## config.mk

```make
export PLATFORM = sky130hd
export DESIGN_NAME = seg_scan_ctrl
export DESIGN_NICKNAME = d
export VERILOG_FILES = /design/src/rtl/seg_pkg.sv /design/src/rtl/seg_hex_decode.sv /design/src/rtl/seg_scan_ctrl.sv
export SDC_FILE = /design/constraint.sdc
export NUM_CORES = 1
export LEC_CHECK = 0
export ABC_AREA = 1
export CORE_MARGIN = 2
export CORE_UTILIZATION = 40
export DETAILED_ROUTE_END_ITERATION = 10
export GPL_TIMING_DRIVEN = 0
export PLACE_DENSITY = 0.69
export SLEW_MARGIN = 20
export SYNTH_ARGS = -nofsm -noshare
export SYNTH_HDL_FRONTEND = slang
export SYNTH_SLANG_ARGS = --single-unit
```

## constraint.sdc

```tcl
create_clock -name clk -period 2.2 [get_ports clk]
set_input_delay 0.44 -clock clk [delete_from_list [all_inputs] [get_ports clk]]
set_output_delay 0.44 -clock clk [all_outputs]
set_load 0.005 [all_outputs]
```

## src/rtl/seg_pkg.sv

```systemverilog
// rtl/seg_pkg.sv - segment bit positions and hex font shared by the scan driver
package seg_pkg;

    localparam int SEG_A  = 7;
    localparam int SEG_B  = 6;
    localparam int SEG_C  = 5;
    localparam int SEG_D  = 4;
    localparam int SEG_E  = 3;
    localparam int SEG_F  = 2;
    localparam int SEG_G  = 1;
    localparam int SEG_DP = 0;

    // Entry n is the abcdefg pattern for hex digit n; listed F down to 0.
    localparam logic [15:0][6:0] HEX_FONT = {
        7'b1000111, 7'b1001111, 7'b0111101, 7'b1001110,
        7'b0011111, 7'b1110111, 7'b1111011, 7'b1111111,
        7'b1110000, 7'b1011111, 7'b1011011, 7'b0110011,
        7'b1111001, 7'b1101101, 7'b0110000, 7'b1111110
    };

endpackage

```

## src/rtl/seg_hex_decode.sv

```systemverilog
// rtl/seg_hex_decode.sv - combinational nibble to abcdefg segment pattern
module seg_hex_decode
    import seg_pkg::*;
(
    input  logic [3:0] nibble,
    output logic [6:0] segs
);

    assign segs = HEX_FONT[nibble];

endmodule

```

## src/rtl/seg_scan_ctrl.sv

```systemverilog
// rtl/seg_scan_ctrl.sv - multi-digit 7-segment scan driver with double-buffered frames
module seg_scan_ctrl
    import seg_pkg::*;
#(
    parameter int N_DIGITS    = 8,
    parameter int SCAN_DIV    = 50000,
    parameter int SEG_ACT_LOW = 0,
    parameter int DIG_ACT_LOW = 0
) (
    input  logic                  clk,
    input  logic                  rst,
    input  logic                  en,
    input  logic                  lz_en,
    input  logic                  wr_valid,
    output logic                  wr_ready,
    input  logic [4*N_DIGITS-1:0] wr_data,
    input  logic [N_DIGITS-1:0]   wr_dp,
    input  logic [N_DIGITS-1:0]   wr_blank,
    output logic [7:0]            seg,
    output logic [N_DIGITS-1:0]   dig_sel,
    output logic                  frame_done
);

    localparam int PW = (SCAN_DIV > 1) ? $clog2(SCAN_DIV) : 1;
    localparam int IW = $clog2(N_DIGITS);
    localparam logic [PW-1:0] PRESC_LAST = PW'(SCAN_DIV - 1);
    localparam logic [IW-1:0] IDX_LAST   = IW'(N_DIGITS - 1);

    logic [PW-1:0]           presc_q, presc_d;
    logic [IW-1:0]           idx_q, idx_d;
    logic                    frame_done_q, frame_done_d;
    logic                    pend_full_q, pend_full_d;
    logic [4*N_DIGITS-1:0]   pend_data_q, pend_data_d;
    logic [N_DIGITS-1:0]     pend_dp_q, pend_dp_d;
    logic [N_DIGITS-1:0]     pend_blank_q, pend_blank_d;
    logic [4*N_DIGITS-1:0]   act_data_q, act_data_d;
    logic [N_DIGITS-1:0]     act_dp_q, act_dp_d;
    logic [N_DIGITS-1:0]     act_blank_q, act_blank_d;
    logic [7:0]              seg_q, seg_d;
    logic [N_DIGITS-1:0]     dig_q, dig_d;

    logic                    tick;
    logic                    wrap;
    logic                    zero_run;
    logic [N_DIGITS-1:0]     supp;
    logic [3:0]              cur_nib;
    logic [6:0]              cur_font;
    logic                    cur_dp;
    logic                    cur_off;

    assign tick = en && (presc_q == PRESC_LAST);
    assign wrap = tick && (idx_q == IDX_LAST);

    always_ff @(posedge clk or negedge rst) begin
        if (!rst) begin
            presc_q      <= '0;
            idx_q        <= '0;
            frame_done_q <= 1'b0;
            pend_full_q  <= 1'b0;
            pend_data_q  <= '0;
            pend_dp_q    <= '0;
            pend_blank_q <= '0;
            act_data_q   <= '0;
            act_dp_q     <= '0;
            act_blank_q  <= '1;
            seg_q        <= '0;
            dig_q        <= '0;
        end else begin
            presc_q      <= presc_d;
            idx_q        <= idx_d;
            frame_done_q <= frame_done_d;
            pend_full_q  <= pend_full_d;
            pend_data_q  <= pend_data_d;
            pend_dp_q    <= pend_dp_d;
            pend_blank_q <= pend_blank_d;
            act_data_q   <= act_data_d;
            act_dp_q     <= act_dp_d;
            act_blank_q  <= act_blank_d;
            seg_q        <= seg_d;
            dig_q        <= dig_d;
        end
    end

    always_comb begin
        presc_d      = presc_q;
        idx_d        = idx_q;
        frame_done_d = wrap;
        if (en) begin
            presc_d = (presc_q == PRESC_LAST) ? '0 : presc_q + 1'b1;
        end
        if (tick) begin
            idx_d = wrap ? '0 : idx_q + 1'b1;
        end
    end

    // Commit only at a frame boundary so the visible frame never mixes two writes.
    always_comb begin
        pend_full_d  = pend_full_q;
        pend_data_d  = pend_data_q;
        pend_dp_d    = pend_dp_q;
        pend_blank_d = pend_blank_q;
        act_data_d   = act_data_q;
        act_dp_d     = act_dp_q;
        act_blank_d  = act_blank_q;
        if (wrap && pend_full_q) begin
            act_data_d  = pend_data_q;
            act_dp_d    = pend_dp_q;
            act_blank_d = pend_blank_q;
            pend_full_d = 1'b0;
        end else if (wr_valid && !pend_full_q) begin
            pend_data_d  = wr_data;
            pend_dp_d    = wr_dp;
            pend_blank_d = wr_blank;
            pend_full_d  = 1'b1;
        end
    end

    assign wr_ready = !pend_full_q;

    always_comb begin
        zero_run = 1'b1;
        supp     = '0;
        for (int i = N_DIGITS - 1; i >= 0; i--) begin
            zero_run = zero_run && (act_data_q[4*i +: 4] == 4'h0);
            supp[i]  = lz_en && zero_run && (i != 0);
        end
    end

    assign cur_nib = act_data_q[4*int'(idx_q) +: 4];
    assign cur_dp  = act_dp_q[idx_q];
    assign cur_off = act_blank_q[idx_q] || (supp[idx_q] && !cur_dp);

    seg_hex_decode u_hex_decode (
        .nibble (cur_nib),
        .segs   (cur_font)
    );

    always_comb begin
        seg_d = '0;
        dig_d = '0;
        if (en && !cur_off) begin
            dig_d[idx_q] = 1'b1;
            if (supp[idx_q]) begin
                seg_d[SEG_DP] = 1'b1;
            end else begin
                seg_d = {cur_font, cur_dp};
            end
        end
    end

    assign seg        = (SEG_ACT_LOW != 0) ? ~seg_q : seg_q;
    assign dig_sel    = (DIG_ACT_LOW != 0) ? ~dig_q : dig_q;
    assign frame_done = frame_done_q;

endmodule

```

**Word level (Yosys, flattened, before mapping)**

Memories as Yosys holds them, arrays and structs flattened.
Index checks and enable logic that the tools add are counted.

- Flip-flop bits (word level): 133
- Memory bits (read-only): 112
- Bits of input ports: 53
- Output and inout bits: 18
- Word-level logic and storage cells: 72
- Memories kept: 1

Memories:

| memory | depth | bits a word | read ports | clocked after memory_dff | write ports | RTL line | source |
|---|---|---|---|---|---|---|---|
| (no name shown) | 16 | 7 | 1 | 0 | 0 | seg_hex_decode.sv:9 | `assign segs = HEX_FONT[nibble];` |

- Add/sub/neg operators: 2
- $lt $le $gt $ge: 3
- Equality and inequality tests: 2
- Shift operators: 1
- Muxes and demuxes: 17
- Bitwise operators: 1
- Reduce and logical (&&, ||, !) cells: 33

Operators by type and width:

| operator | count |
|---|---|
| $shiftx A32 B6 Y4 | 1 |
| $logic_not A4 Y1 | 7 |
| $logic_and A1 B1 Y1 | 20 |
| $add A16 B1 Y16 const B | 1 |
| $eq A16 B16 Y1 const B | 1 |
| $mux W16 | 1 |
| $mux W8 | 2 |
| $mux W7 | 2 |
| $bmux W1 S3 | 3 |
| $mux W1 | 7 |
| $lt A4 B5 Y1 const B | 1 |
| $lt A3 B4 Y1 const B | 1 |
| $add A3 B1 Y3 const B | 1 |
| $demux W1 S3 | 1 |
| $eq A3 B3 Y1 const B | 1 |
| $ge A3 B1 Y1 const B | 1 |
| $logic_not A1 Y1 | 3 |
| $mux W3 | 1 |
| $reduce_and A2 Y1 | 1 |
| $reduce_bool A2 Y1 | 1 |
| $logic_or A1 B1 Y1 | 1 |
| $not A1 Y1 | 1 |

**Longest topological paths before layout**

Gate-level depths: netlist (run 1).

- Depth after elaboration: 15
- Gate-level depth with buffers: 17
- Mapped depth without buffers: 14

**Modules after synthesis**

Synthesis (run 1) repeated with hierarchy kept, for this count alone.

- Cell total of the unflattened synthesis: 658
- Area total of the unflattened synthesis: 6028.3 um^2

By module, submodules not included:

| module | instances | cells an instance | area an instance (um^2) | sequential area each (um^2) |
|---|---|---|---|---|
| seg_scan_ctrl | 1 | 606 | 5758.0 | 3338.2 |
| seg_hex_decode | 1 | 52 | 270.3 | 0.0 |

**Least setup slack after synthesis (run 1)**

Ideal clock, no wire load.

- Kind: reg2reg
- Start: register idx_q[0]
- End: register seg_q[5], in the netlist seg[5]
- Setup time: 0.131 ns
- Data arrival time: 1.848 ns
- Required time: 2.069 ns
- Setup slack: 0.222 ns
- Cell stages (with the launch flop): 15
- Buffers on the path: 3
- Period minus slack after synthesis: 1.978 ns
- Cell sequence: dfrtp_1 -> clkbuf_2 -> inv_2 -> buf_4 -> buf_4 -> nand2_1 -> nand2_1 -> nand2_1 -> nand2_1 -> nand2_1 -> nand2_1 -> inv_1 -> ha_1 -> o21ai_0 -> a21oi_1

- Cells in the longest elaborated chain, start to end: 8
- Elaborated cells on any way between the ends: 16
- Classes of those cells: shift (1); mux (9); reduce/logical (5); memory (1)

RTL lines:

| what | RTL line | source |
|---|---|---|
| start, declared | seg_scan_ctrl.sv:30 | `logic [IW-1:0] idx_q, idx_d;` |
| start signal, assigned | seg_scan_ctrl.sv:70 | `idx_q <= idx_d;` |
| parallel branches: the longest is 7 deep, another holds $mem_v2 Z16 W7 | n/a |  |
| $mux W8 (*) | seg_scan_ctrl.sv:141 | `if (en && !cur_off) begin` |
| net seg_d[5] | seg_scan_ctrl.sv:39 | `logic [7:0] seg_q, seg_d;` |
| end signal, assigned | seg_scan_ctrl.sv:79 | `seg_q <= seg_d;` |
| end, declared | seg_scan_ctrl.sv:39 |  |

Mark *: on every way through the listed nets, which the timed path passes. The select of a mux whose other input is x is not followed.
A chain may end at the register's enable or synchronous reset.

**Worst setup path in the final report (run 1)**

- Start: register presc_q[0]
- End: register act_data_q[14]

- Cells in the longest elaborated chain, start to end: 4

RTL lines:

| what | RTL line | source |
|---|---|---|
| start, declared | seg_scan_ctrl.sv:29 | `logic [PW-1:0] presc_q, presc_d;` |
| start signal, assigned | seg_scan_ctrl.sv:69 | `presc_q <= presc_d;` |
| $eq A16 B16 Y1 | seg_scan_ctrl.sv:51 | `assign tick = en && (presc_q == PRESC_LAST);` |
| $logic_and A1 B1 Y1 | seg_scan_ctrl.sv:51 |  |
| $logic_and A1 B1 Y1 | seg_scan_ctrl.sv:52 | `assign wrap = tick && (idx_q == IDX_LAST);` |
| net frame_done_d | seg_scan_ctrl.sv:31 | `logic frame_done_q, frame_done_d;` |
| $logic_and A1 B1 Y1 | seg_scan_ctrl.sv:105 | `if (wrap && pend_full_q) begin` |
| end signal, assigned | seg_scan_ctrl.sv:76 | `act_data_q <= act_data_d;` |
| end, declared | seg_scan_ctrl.sv:36 | `logic [4*N_DIGITS-1:0] act_data_q, act_data_d;` |

The timed path passes the listed nets, and every way through them passes these cells.

==> flow_summary.ini, run 1 <==
[detailed_routing]
dr.pass1.iters = 4
drt_iter0_drc = 293
drtAntennaViolNets = 0
wl_per_cell_um = 13.7
vias = 4755
drc = 0
drt_wl_total_mm = 13.3
viasPerCell = 4.89

[placement]
dpl.hpwl_mm = 9.45
port_buffers = 69
dp_cells = 942
gp_congestion = 0.845
place_ws_ns = -0.215

[critical_path]
path_max_fanout = 10
critPathKind = flip-flop to flip-flop
crit_start = presc_q[0]
setup.worst_path.end = act_data_q[14]
rrSetupSlack_ns = 0.19
required_ns = 2.51
critPathArrivalTime_ns = 2.32
rr_startpoint = presc_q[0]
r2r_cells = 10
endpoint_kind = flip-flop
cp-start-kind = flip-flop
r2r_end = act_data_q[14]

[yosys]
yosysWarnings = 0
syn_inst = 684
synth_xor_area_share_pct = 0.575
synthAdderAreaFrac_pct = 1.85
syn_avg_cell_area_um2 = 8.91
synthSimpleGateAreaFrac_pct = 25.3
netlist_area_mm2 = 0.00609
synth-seq-area-share_pct = 54.8
ys_types = 32
synth_fp_nets = 746
yosysTopAreaCellShare_pct = 51.3
synth_edf_count = 0
synth_area_leaders = dfrtp_1, nand2_1, mux2_2
synth_top_cell_by_area = dfrtp_1
synthMuxAreaShare_pct = 8.87
async_reset_ff_share_pct = 100
ys_seq_elements = 133
synth_top_family_by_area = simple AND/OR/NAND/NOR gates
synth_compound_area_share_pct = 3.82
ys.flop_type = dfrtp_1

[power]
ir_drop_uv = 578
pwr-share-comb_pct = 8.2
p_switching_mw = 1.47
pwr-share-seq_pct = 44.7
power_leakage_nw = 3.91
p_clk_share_pct = 47.1
powerDensity_mw_per_mm2 = 800
netSwitchingFraction_pct = 23.9
power.internal_mw = 4.67

[sta]
finClkSkew_ns = 0.00930
fin_setup_tns_ns = 0
worst_pin_slew_ns = 0.641
rsz0062_at_grt = no
setup_viol = 0
hold_viol_final = 0
whs_ns = 0.330
timing.final.crit_share_pct = 91.4
relSlewSlack_pct = 57.3
max_freq_mhz = 497
slew_violations = 0
period_needed_ns = 2.01
setup_ws_ns = 0.189

[global_route]
grt_max_degree = 74
grt_pass1_vias = 4813
grt_pass1_wl_mm = 23.0
antenna_found_initial = 0
grt-ovfl-total = 0
track_usage_pct = 18.0

[floorplan]
io_pins = 71
die_area_mm2 = 0.0162
initial_core_util_pct = 40.5
num_rows = 45
dieWidth_um = 127
fp.dieH_um = 127
fp.coreArea_mm2 = 0.0150

[cells_and_area]
drive_above_1_share_pct = 15.3
fillers = 1359
antenna_cells = 0
final_common_cell = nand2_1
stdcell_count = 972
final_cell_mix = nand2_1, dfrtp_1, clkdlybuf4s50_1, nor2_1, mux2_2
area_growth_pct = 26.0
multi_input_comb_area_mm2 = 0.00248
seq_area_mm2 = 0.00334
nets = 833

[cts]
cts_buffers = 17
clockRootBuffer = clkbuf_16
cts_num_sinks = 133
htree_levels = 4
clk_latency_ns = 0.42
cts_tree = built
ctsLongestPathBuffers = 2
postCtsSetupBuffers = 0
cts.clk_slew.worst_paths_ns = 0.06

[hold_path]
hold_class = primary input to flip-flop

[status]
status = finished clean

[flow_run]
max-cap-violations = 0
synth_stat cells, drive strengths merged, types with 2 or more instances:
cell type / n
nand2: 290
dfrtp: 125
nor2: 59
mux2: 48
inv: 32
nand3: 23
buf: 19
o21ai: 18
a21oi: 16
ha: 9
clkbuf: 8
dfstp: 8
nand4: 5
a21boi: 4
nor3: 3
nor4: 3
xor2: 3
clkinv: 2
nand3b: 2
nor3b: 2
worst max-delay path, cell delays in order (launching register included):
cell and delay [ns]:
dfrtp_1 0.38, ha_1 0.17, nand2_1 0.10, nor4_2 0.29
nand2_2 0.20, nor2_4 0.16, nand2_2 0.09, buf_2 0.21
buf_6 0.17, nand2_1 0.06, nand2_1 0.05
timing repair:
item | in CTS | in global routing
endpoints found under the hold margin | 52 | 0
pin swaps | 0 | 1
endpoints found under the setup margin | 7 | 15
gates resized for setup | 3 | 12
hold buffers | 1 | 0
worst min-delay path by stage:
| stage | slack (ns) | cells after the start | to | startpoint |
|---|---|---|---|---|
| 2_1_floorplan | 0.14 | 0 | act_data_q[0] | rst |
| 5_1_grt | 0.33 | 2 | presc_q[15] | en |
| 4_1_cts | 0.32 | 2 | presc_q[15] | en |
| 6_report | 0.33 | 2 | presc_q[15] | en |
| 3_5_place_dp | 0.40 | 1 | seg[1] | rst |
| 3_3_place_gp | 0.45 | 2 | act_dp_q[0] | pend_dp_q[0] |
power groups by stage:
stage | Combinational [mW] | Sequential (mW) | Clock, mW
final | 0.503 | 2.74 | 2.90
after global routing | 0.569 | 2.77 | 3.09
after CTS | 0.509 | 2.74 | 2.95
after detailed placement | 0.505 | 2.78 | 0
after global placement | 0.480 | 2.78 | 0
after floorplan | 0.290 | 2.75 | 0
cell families (layout without fill, tap and decap cells):
| kind of cell | Yosys count | in the layout |
|---|---|---|
| flops | 133 | 133 |
| simple gates | 387 | 387 |
| xor+xnor | 4 | 4 |
| buf+inv | 61 | 161 |
| mux | 48 | 48 |
| compound gates | 42 | 42 |
| fa+ha+maj | 9 | 9 |
per-layer routing:
metal	track usage [%]	vias to the layer above	share of wire, %
li1	-	2356	-
met1	23.3	2281	46
met2	29.3	103	48
met3	4.19	15	3.7
met4	7.18	0	1.7
met5	0	-	0
flip-flops by register name, summed over array words and instances, names as in the netlist:
| signal | cells |
|---|---|
| pend_data_q | 32 |
| pend_full_q | 1 |
| presc_q | 16 |
| frame_done | 1 |
| idx_q | 3 |
| act_data_q | 32 |
| pend_dp_q | 8 |
| act_dp_q | 8 |
| act_blank_q | 8 |
| dig_sel | 8 |
| pend_blank_q | 8 |
| seg | 8 |
stage by stage:
stage | util [%] | total power [mW] | cell area [um^2]
2_1_floorplan | - | 3.04 | 6090
3_3_place_gp | 46.7 | 3.26 | 7020
3_5_place_dp | 46.9 | 3.29 | 7050
4_1_cts | 50.9 | 6.21 | 7660
5_1_grt | 51.1 | 6.42 | 7680
6_report | 51.1 | 6.15 | 7680
final cells by class:
| type | instances | area share (%) |
|---|---|---|
| clock inverters | 13 | 2.22 |
| well taps | 188 | 3.06 |
| flip-flops and latches | 133 | 43.5 |
| multi-input cells | 490 | 32.3 |
| repair buffers | 71 | 9.55 |
| clock buffers | 19 | 5.64 |
| inverters | 34 | 1.74 |
| plain buffers | 24 | 2.04 |
Power figures use the tool's default switching activity.
==> inputs of run 2 (changes only) <==
--- a/config.mk
+++ b/config.mk
@@ -11,6 +11,7 @@
 export DETAILED_ROUTE_END_ITERATION = 10
 export GPL_TIMING_DRIVEN = 0
 export PLACE_DENSITY = 0.69
+export SKIP_CTS_REPAIR_TIMING = 1
 export SLEW_MARGIN = 20
 export SYNTH_ARGS = -nofsm -noshare
 export SYNTH_HDL_FRONTEND = slang
==> flow_summary.ini, run 2 (synthesis gave the netlist of run 1 again) <==
[hold_path]
hold_class = primary input to flip-flop

[placement]
place_area_mm2 = 0.00705
dpl.hpwl_mm = 9.45
gp_congestion = 0.845
place_ws_ns = -0.215
dp_cells = 942
port_buffers = 69

[sta]
max_freq_mhz = 488
period_needed_ns = 2.05
whs_ns = 0.327
relSlewSlack_pct = 56.9
setup_ws_ns = 0.151
setup_viol = 0
finClkSkew_ns = 0.0123
timing.final.crit_share_pct = 93.1
worst_pin_slew_ns = 0.646
hold_viol_final = 0
slew_violations = 0
rsz0062_at_grt = no

[power]
power_leakage_nw = 3.96
p_switching_mw = 1.47
pwr-share-seq_pct = 44.7
p_clk_share_pct = 47.2
ir_drop_uv = 588
netSwitchingFraction_pct = 24.0
pwr-share-comb_pct = 8.2
powerDensity_mw_per_mm2 = 793
power.internal_mw = 4.67

[critical_path]
cp-start-kind = flip-flop
required_ns = 2.50
critPathArrivalTime_ns = 2.35
path_max_fanout = 10
cp_num_buf_inv = 4
crit_slowest_cell = dfrtp_2
endpoint_kind = flip-flop
cpLargestDelayFamily = simple AND/OR/NAND/NOR gates
critPathKind = flip-flop to flip-flop
critPathMostFrequentCell = nand2_1
critical_path.cell_chain = inv_2, buf_6, buf_6, nand2_1, nand2_1, nand2_1, nand2_1, nand2_1, nand2_2, inv_2, ha_1, nand2_1, nand3_1, nand2_1, nor2_1
cpPeakStageDelay_ns = 0.44

[detailed_routing]
drtAntennaViolNets = 0
viasPerCell = 4.88
drc = 0
wl_per_cell_um = 13.7
drt_iter0_drc = 315
dr.pass1.iters = 5
vias = 4795
drt_wl_total_mm = 13.4

[floorplan]
die_area_mm2 = 0.0162
fp.dieH_um = 127
fp.coreArea_mm2 = 0.0150
initial_core_util_pct = 40.5
io_pins = 71
dieWidth_um = 127
num_rows = 45

[cts]
clockRootBuffer = clkbuf_16
cts.clk_slew.worst_paths_ns = 0.06
clk_latency_ns = 0.43
cts_buffers = 17
cts_tree = built
htree_levels = 4
cts_num_sinks = 133
ctsLongestPathBuffers = 2

[cells_and_area]
final_core_util_pct = 51.6
reg_top3 = act_data_q (32), pend_data_q (32), presc_q (16)
final_common_cell = nand2_1
stdcell_count = 982
nets = 843
fillers = 1354
drive_above_1_share_pct = 16.5
antenna_cells = 0
fin_area_mm2 = 0.00775
final_cell_mix = nand2_1, dfrtp_1, clkdlybuf4s50_1, nor2_1, mux2_2
area_growth_pct = 27.3

[status]
status = finished clean

[global_route]
grt_max_degree = 74
grt-busiest-layer = met2
grt_pass1_wl_mm = 23.2
antenna_found_initial = 0
grt_pass1_vias = 4843
use_met1_pct = 23.5
grt-ovfl-total = 0
met3_usage_pct = 4.19
grtUsageMet2_pct = 29.7
track_usage_pct = 18.1

[flow_run]
max-cap-violations = 0
run 2: cell types whose count changed in the layout (fill, tap and decap cells not counted), sizes merged:
cell    delta
buf        +8
clkbuf     +2
run 2: final timing paths:
| kind | slack, ns | startpoint | end | depth (start not counted) |
|---|---|---|---|---|
| setup / recovery | 0.15 | idx_q[0] | seg[4] | 15 |
| hold / removal | 0.33 | en | presc_q[15] | 2 |
| setup reg to reg | 0.15 | idx_q[0] | seg[4] | 15 |
| hold reg to reg | 0.47 | pend_blank_q[1] | act_blank_q[1] | 2 |
| max in group asynchronous | 0.95 | rst | act_data_q[9] | 3 |
| min in group asynchronous | 0.55 | rst | seg[1] | 2 |
run 2: power by group through the flow:
| stage | clock, mW | combinational (mW) | sequential [mW] |
|---|---|---|---|
| 2_1_floorplan | 0 | 0.290 | 2.75 |
| 5_1_grt | 3.09 | 0.569 | 2.77 |
| 6_report | 2.90 | 0.502 | 2.75 |
| 3_3_place_gp | 0 | 0.480 | 2.78 |
| 3_5_place_dp | 0 | 0.505 | 2.78 |
| 4_1_cts | 2.95 | 0.507 | 2.74 |
run 2: final cells by class:
cell class	count	area, um^2	area share [%]
repair buffers	79	793	10.2
inverters	34	131	1.69
plain buffers	26	171	2.21
clock buffers	19	433	5.58
multi-input cells	490	2480	32.0
flip-flops and latches	133	3340	43.1
well taps	188	235	3.03
clock inverters	13	170	2.19
run 2: through the flow:
stage                     setup TNS, ns  total power [mW]
final                                 0              6.15
after global routing                  0              6.42
after CTS                         -1.21              6.20
after detailed placement          -4.63              3.29
after global placement          -603.38              3.26
after floorplan                       0              3.04
run 2: per-layer routing:
metal	part of all wire (%)	vias up
met4	1.9	0
met1	46	2289
li1	-	2372
met2	48	110
met5	0	-
met3	4.0	24
==> inputs of run 3 (changes only) <==
--- a/config.mk
+++ b/config.mk
@@ -6,10 +6,10 @@
 export NUM_CORES = 1
 export LEC_CHECK = 0
 export ABC_AREA = 1
-export CORE_MARGIN = 2
 export CORE_UTILIZATION = 40
 export DETAILED_ROUTE_END_ITERATION = 10
 export GPL_TIMING_DRIVEN = 0
+export HOLD_SLACK_MARGIN = 0.1
 export PLACE_DENSITY = 0.69
 export SKIP_CTS_REPAIR_TIMING = 1
 export SLEW_MARGIN = 20
==> flow_summary.ini, run 3 (synthesis gave the netlist of run 1 again) <==
[sta]
timing.final.crit_share_pct = 93.6
setup_viol = 0
period_needed_ns = 2.06
worst_pin_slew_ns = 0.623
slew_violations = 0
finClkSkew_ns = 0.00920
relSlewSlack_pct = 58.5
whs_ns = 0.331
fin_setup_tns_ns = 0
max_freq_mhz = 486
setup_ws_ns = 0.141
hold_viol_final = 0

[cts]
cts_tree = built
clk_latency_ns = 0.42
htree_levels = 4
ctsLongestPathBuffers = 2
cts.clk_slew.worst_paths_ns = 0.06
cts_buffers = 17
clockRootBuffer = clkbuf_16
cts_num_sinks = 133

[critical_path]
cp_num_buf_inv = 5
path_max_fanout = 10
crit_slowest_cell = dfrtp_1
required_ns = 2.50
critical_path.cell_chain = buf_6, inv_4, buf_8, buf_8, nand2_1, nand2_1, nand2_1, nand2_1, nand2_1, nand2_4, inv_2, ha_1, nand2_1, nand3_1, nand2_1, nor2_1
worst-path-stages = 16
critPathMostFrequentCell = nand2_1
cpLargestDelayFamily = simple AND/OR/NAND/NOR gates
rr_startpoint = idx_q[0]
cpPeakStageDelay_ns = 0.39
cp-start-kind = flip-flop
critPathArrivalTime_ns = 2.36
r2r_end = seg[4]
critPathKind = flip-flop to flip-flop
rrSetupSlack_ns = 0.14
endpoint_kind = flip-flop
r2r_cells = 16

[global_route]
grt_pass1_wl_mm = 22.9
grt-ovfl-total = 0
antenna_found_initial = 0
grt_pass1_vias = 4717
track_usage_pct = 18.5
grt_max_degree = 70

[flow_run]
max-cap-violations = 0

[detailed_routing]
drtAntennaViolNets = 0
wl_per_cell_um = 13.6
viasPerCell = 4.89
dr.pass1.iters = 8
drt_iter0_drc = 297
drt_wl_total_mm = 13.3
vias = 4775
drc = 3

[cells_and_area]
final_cell_mix = nand2_1, dfrtp_1, clkdlybuf4s50_1, nor2_1, mux2_2
stdcell_count = 977
antenna_cells = 0
reg_top3 = act_data_q (32), pend_data_q (32), presc_q (16)
drive_above_1_share_pct = 16.3
fin_area_mm2 = 0.00775
final_core_util_pct = 52.8
area_growth_pct = 27.3
final_common_cell = nand2_1
nets = 842

[placement]
place_area_mm2 = 0.00705
dpl.hpwl_mm = 9.37
dp_cells = 938
port_buffers = 69
gp_congestion = 0.869
place_ws_ns = -0.251

[hold_path]
min_path_cells = 2
holdCritStartpoint = en
hold_class = primary input to flip-flop
hold-path-endpoint = presc_q[15]

[floorplan]
num_rows = 44
die_area_mm2 = 0.0157
fp.coreArea_mm2 = 0.0147
io_pins = 71
initial_core_util_pct = 41.4
fp.dieH_um = 125
dieWidth_um = 125

[power]
ir_drop_uv = 544
power_leakage_nw = 3.96
powerDensity_mw_per_mm2 = 781
finalPower_mw = 6.05

[status]
status = finished, violations left
violations = DRC
-- run 3: worst max path at each step --
stage | to | start
2_1_floorplan | seg[5] | idx_q[0]
3_3_place_gp | pend_data_q[25] | rst
3_5_place_dp | pend_data_q[19] | wr_valid
4_1_cts | seg[5] | idx_q[0]
5_1_grt | seg[7] | idx_q[0]
6_report | seg[4] | idx_q[0]
-- run 3: layer usage --
metal | global-route usage [%] | routed length, um | vias to the layer above | part of all wire [%]
li1 | - | - | 2367 | -
met1 | 24.4 | 6280 | 2263 | 47
met2 | 29.2 | 6120 | 122 | 46
met3 | 4.28 | 570 | 23 | 4.3
met4 | 8.32 | 318 | 0 | 2.4
met5 | 0 | 0 | - | 0
-- run 3: layout make-up --
class                   count  area, um^2
inverters                  34         130
fillers                  1323        6940
multi-input cells         490        2490
clock buffers              19         443
flip-flops and latches    133        3340
repair buffers             77         778
well taps                 184         230
clock inverters            13         149
plain buffers              27         194
-- run 3: where the power goes --
| group | leakage, nW | internal (mW) | switching [mW] | total, mW |
|---|---|---|---|---|
| clock network | 0.286 | 1.71 | 1.10 | 2.81 |
| logic | 1.94 | 0.256 | 0.238 | 0.493 |
| registers | 1.73 | 2.62 | 0.126 | 2.75 |
